<file path="config.mk">
export PLATFORM = sky130hd
export DESIGN_NAME = uart_rx_deserializer
export DESIGN_NICKNAME = d
export VERILOG_FILES = /design/src/rtl/uart_rx_deserializer.sv
export SDC_FILE = /design/constraint.sdc
export NUM_CORES = 1
export LEC_CHECK = 0
export ABC_AREA = 1
export BUFFER_PORTS_ARGS = -buffer_cell sky130_fd_sc_hd__buf_2
export CORE_MARGIN = 5
export CORE_UTILIZATION = 35
export CTS_CLUSTER_SIZE = 24
export DETAILED_ROUTE_END_ITERATION = 7
export GPL_ROUTABILITY_DRIVEN = 0
export PLACE_DENSITY = 0.56
export RECOVER_POWER = 50
export SETUP_SLACK_MARGIN = 0.15
export SLEW_MARGIN = 20
export SYNTH_ARGS = -nofsm -noshare
export SYNTH_HDL_FRONTEND = slang
export SYNTH_SLANG_ARGS = --single-unit
</file>
<file path="constraint.sdc">
create_clock -name clk_i -period 2.6 [get_ports clk_i]
set_input_delay 0.26 -clock clk_i [delete_from_list [all_inputs] [get_ports clk_i]]
set_output_delay 0.26 -clock clk_i [all_outputs]
set_load 0.02 [all_outputs]
</file>
<file path="src/rtl/uart_rx_deserializer.sv">
// UART 8N1 receiver with valid/ready byte output and error pulses.
// Define UART_RX_PARITY_EN for an even-parity bit between data and stop.
module uart_rx_deserializer #(
    parameter int ClockFrequency  = 12_000_000,
    parameter int DesiredBaudRate = 9_600
) (
    input  logic       clk_i,
    input  logic       rst_i,
    input  logic       rx_i,
    output logic [7:0] data_o,
    output logic       valid_o,
    input  logic       ready_i,
    output logic       frame_err_o,
    output logic       overrun_o,
    output logic       parity_err_o
);

    localparam int BitCycles  = (ClockFrequency + DesiredBaudRate / 2) / DesiredBaudRate;
    localparam int HalfCycles = BitCycles / 2;
    localparam int CntW       = $clog2(BitCycles);
    localparam logic [CntW-1:0] BitLoad  = CntW'(BitCycles - 1);
    localparam logic [CntW-1:0] HalfLoad = CntW'(HalfCycles - 1);

    typedef enum logic [2:0] {
        S_IDLE,
        S_START,
        S_DATA,
        S_STOP,
        S_BREAK
`ifdef UART_RX_PARITY_EN
        , S_PARITY
`endif
    } state_t;

    state_t          state_q, state_d;
    logic [CntW-1:0] cnt_q, cnt_d;
    logic [2:0]      idx_q, idx_d;
    logic [7:0]      shift_q, shift_d;
    logic            rx_meta, rx_s;
    logic            deliver_q, deliver_d;
    logic            ferr_d;
    logic            par_ok;

`ifdef UART_RX_PARITY_EN
    logic par_ok_q, par_ok_d;
    logic perr_d;

    assign par_ok = par_ok_q;

    always_ff @(posedge clk_i) begin
        if (rst_i) begin
            par_ok_q     <= 1'b1;
            parity_err_o <= 1'b0;
        end else begin
            par_ok_q     <= par_ok_d;
            parity_err_o <= perr_d;
        end
    end
`else
    assign par_ok       = 1'b1;
    assign parity_err_o = 1'b0;
`endif

    always_ff @(posedge clk_i) begin
        if (rst_i) begin
            rx_meta     <= 1'b1;
            rx_s        <= 1'b1;
            state_q     <= S_IDLE;
            cnt_q       <= '0;
            idx_q       <= '0;
            shift_q     <= '0;
            deliver_q   <= 1'b0;
            frame_err_o <= 1'b0;
            overrun_o   <= 1'b0;
            data_o      <= '0;
            valid_o     <= 1'b0;
        end else begin
            rx_meta     <= rx_i;
            rx_s        <= rx_meta;
            state_q     <= state_d;
            cnt_q       <= cnt_d;
            idx_q       <= idx_d;
            shift_q     <= shift_d;
            deliver_q   <= deliver_d;
            frame_err_o <= ferr_d;
            overrun_o   <= 1'b0;
            // A consumer taking the old byte frees room for the new one
            if (deliver_q) begin
                if (!valid_o || ready_i) begin
                    data_o  <= shift_q;
                    valid_o <= 1'b1;
                end else begin
                    overrun_o <= 1'b1;
                end
            end else if (valid_o && ready_i) begin
                valid_o <= 1'b0;
            end
        end
    end

    always_comb begin
        state_d   = state_q;
        cnt_d     = cnt_q;
        idx_d     = idx_q;
        shift_d   = shift_q;
        deliver_d = 1'b0;
        ferr_d    = 1'b0;
`ifdef UART_RX_PARITY_EN
        par_ok_d  = par_ok_q;
        perr_d    = 1'b0;
`endif
        unique case (state_q)
            S_IDLE: begin
                if (!rx_s) begin
                    state_d = S_START;
                    cnt_d   = HalfLoad;
                end
            end
            S_START: begin
                if (cnt_q == '0) begin
                    if (rx_s) begin
                        state_d = S_IDLE;
                    end else begin
                        state_d = S_DATA;
                        cnt_d   = BitLoad;
                        idx_d   = '0;
                    end
                end else begin
                    cnt_d = cnt_q - CntW'(1);
                end
            end
            S_DATA: begin
                if (cnt_q == '0) begin
                    shift_d[idx_q] = rx_s;
                    cnt_d          = BitLoad;
                    idx_d          = idx_q + 3'd1;
                    if (idx_q == 3'd7) begin
`ifdef UART_RX_PARITY_EN
                        state_d = S_PARITY;
`else
                        state_d = S_STOP;
`endif
                    end
                end else begin
                    cnt_d = cnt_q - CntW'(1);
                end
            end
`ifdef UART_RX_PARITY_EN
            S_PARITY: begin
                if (cnt_q == '0) begin
                    par_ok_d = (rx_s == ^shift_q);
                    cnt_d    = BitLoad;
                    state_d  = S_STOP;
                end else begin
                    cnt_d = cnt_q - CntW'(1);
                end
            end
`endif
            S_STOP: begin
                if (cnt_q == '0) begin
                    if (rx_s) begin
                        state_d   = S_IDLE;
                        deliver_d = par_ok;
`ifdef UART_RX_PARITY_EN
                        perr_d    = !par_ok;
`endif
                    end else begin
                        ferr_d  = 1'b1;
                        state_d = S_BREAK;
                    end
                end else begin
                    cnt_d = cnt_q - CntW'(1);
                end
            end
            // Line held low after a bad stop must rise before a new start counts
            S_BREAK: begin
                if (rx_s) state_d = S_IDLE;
            end
            default: state_d = S_IDLE;
        endcase
    end

endmodule
</file>
==> run metrics <==
run status complete, no violations; Post CTS Setup Buffer Count 0; TritonCTS sink count 39; Layout Nets 310; worst path cell trace inv_1 -> ha_1 -> inv_1 -> nor2_1 -> nand3_1 -> nor2_1 -> nand2_1 -> nand2_1 -> nand2_1 -> nand2_1 -> nor2_1; Synth Area in Simple Gates 35.7%; Syn. warnings 0; DR pass1 iterations 4; net count after synthesis 295; main combinational cell family by area after synthesis simple AND/OR/NAND/NOR gates; initial core utilization 35.6%; Worst Hold Path EP rx_meta$_SDFF_PP1_; clock buffer depth 2; CP required 2.79 ns; class of the worst hold path primary input to flop; worst clock skew 0.00672 ns; Adder-Cell Fraction of Synth Area 2.59%; Initial DRC Count 123; post-CTS sizing 0; FF+latch count, synth 39; Fill cells 599; Util after Layout 39.7%; hold buffers post-CTS 0; Detail Placement HPWL 3.13 mm; vias per cell 4.75; via count 1783; kind of critical path flop to flop; Reg area 781 um2; P_leak 0.947 nW; die area 0.00712 mm2; fin crit period 1.72 ns; RSZ-0062 raised after global routing false; cell row count 27; crit end category flop; area leader, netlist dfxtp_1; routed len/inst 11.5 um; fin. max-slew vios 0; clk slew on worst S/H paths 0.08 ns; critical hold path startpoint rx_i; ANT cells 0; first-pass GRT wire length 7.42 mm; post-route ant nets 0; Critical Path Source Type flop; Critical Path Start cnt_q[0]$_SDFFE_PP0P_; Crit Path Max Fanout 5; Mean Syn Cell Area 6.74 um2; commonest cells after routing, fill and taps aside 69 x nand2_1, 48 x nor2_1, 39 x dfxtp_1; PwrDens 1250 mW/mm2; largest stage delay on the critical path 0.30 ns; Port Buffers 14; area of the multi-input gates 993 um2; share of cells above drive strength 1 9.57%; delay-heaviest family, CP simple AND/OR/NAND/NOR gates; Area contributors post-synth dfxtp_1 40%, nand2_1 13%, nor2_1 9.3%; Compound-Gate Fraction of Synth Area 12.0%; CTS tree yes; Core ar. 0.00544 mm2; worst reg2reg path startpoint cnt_q[0]$_SDFFE_PP0P_; Max-Cap Viols 0; initial antenna violation count 0; die width 84.4 um; FMAX 583 MHz; I/O pin count 16; Post-Synth XOR/XNOR Area 0.905%; proportion of synthesized area in mux cells 0%; Most common cell on crit path nand2_1; VDD IR max 0.000489 V; setup TNS 0 ns; CTS Buf Count 5; synthesis-to-layout area growth 11.4%; Fin. Hold Viols 0; clock latency on the worst-skew pair 0.30 ns; worst reg2reg endpoint cnt_q[2]$_SDFFE_PP0P_; R2R depth 11; final setup fails 0; grt total ovfl 0; Worst Path Arrival 1.91 ns; Post-Syn Area 0.00194 mm2; Synth top area share 40.3%; vias in the first global route 1628; slew margin rel. 37.0%; Least-Margin Pin Slew 0.945 ns; Slowest-stage cell, CP dfxtp_1; Worst Hold Depth 2; Root Driver clkbuf_8; GRT Total Usage 12.9%; htree depth 2; CP bufs+invs 2; post-synth cell types 26; register area share after synthesis 40.3%; die extent in y 84.4 um; FF-to-FF setup slack 0.88 ns; Total Wirelength 4.31 mm; most common cell after layout, fill and taps aside nand2_1; largest net degree at the start of global routing 22; Final period util 66.0%; Mapped Cells 287; DRC Markers 0; Worst path depth 11
==> stage by stage <==
stage,instances,power (mW),hold slack [ns],area (um2),worst slack (ns)
after floorplan,287,1.88,0.364,1940,1.16
after global placement,367,2.15,0.396,2050,0.939
after detailed placement,367,2.15,0.393,2050,0.892
after CTS,375,2.69,0.136,2170,0.884
after global routing,375,2.94,0.145,2160,0.658
final,375,2.69,0.145,2160,0.884
==> state kept, by name, indices dropped and copies added (netlist names) <==
signal,flops
cnt_q,11
data_o,8
deliver_q,1
frame_err_o,1
idx_q,3
overrun_o,1
rx_meta,1
rx_s,1
shift_q,8
state_q,3
valid_o,1
==> synthesized netlist by cell type, drive strengths merged <==
library cell and number:
a21oi 22, buf 3, clkbuf 3, conb 1
dfxtp 39, ha 4, inv 32, nand2 71
nand3 20, nand4 2, nor2 54, nor3 8
o21ai 22, o21bai 1, or2 3, xnor2 1
xor2 1
==> report_power, final <==
part | leakage [nW] | switching [mW] | internal (mW)
sequential | 0.317 | 0.122 | 0.708
combinational | 0.569 | 0.888 | 0.437
clock | 0.0612 | 0.221 | 0.311
==> routing by layer <==
| metal | routed length, um | share of wire [%] | up-vias | global-route usage, % |
|---|---|---|---|---|
| met5 | 0 | 0 | - | 0 |
| met4 | 89 | 2.1 | 0 | 6.04 |
| met3 | 153 | 3.6 | 8 | 2.94 |
| met2 | 1920 | 45 | 34 | 20.7 |
| met1 | 2140 | 50 | 803 | 16.4 |
| li1 | - | - | 938 | - |
==> kinds of logic after synthesis <==
group / after synthesis
AOI/OAI and AO/OA: 45
other: 1
buffers and inverters: 38
DFF: 39
adders and majority gates: 4
and+or+nand+nor: 158
xor gates and xnor gates: 2
==> worst reg2reg max path, cell delays in order, from the launching register on <==
cell,delay [ns]
dfxtp_1,0.30
inv_1,0.12
ha_1,0.19
inv_1,0.07
nor2_1,0.08
nand3_1,0.07
nor2_1,0.25
nand2_1,0.16
nand2_1,0.08
nand2_1,0.08
nand2_1,0.13
nor2_1,0.07
==> area by class of cell <==
class | count | area share, %
timing repair buffer | 14 | 2.55
clock inverter | 2 | 1.62
sequential | 39 | 36.2
clock buffer | 6 | 3.83
tap | 72 | 4.18
inverter | 32 | 5.57
multi-input combinational | 210 | 46.1
==> worst max-delay path by stage <==
stage / endpoint / slack, ns
2_1_floorplan: cnt_q[2]$_SDFFE_PP0P_ / 1.16
3_3_place_gp: cnt_q[3]$_SDFFE_PP0P_ / 0.94
3_5_place_dp: cnt_q[3]$_SDFFE_PP0P_ / 0.89
4_1_cts: cnt_q[2]$_SDFFE_PP0P_ / 0.88
5_1_grt: cnt_q[5]$_SDFFE_PP0P_ / 0.66
6_report: cnt_q[2]$_SDFFE_PP0P_ / 0.88
(Power assumes the default switching activity.)
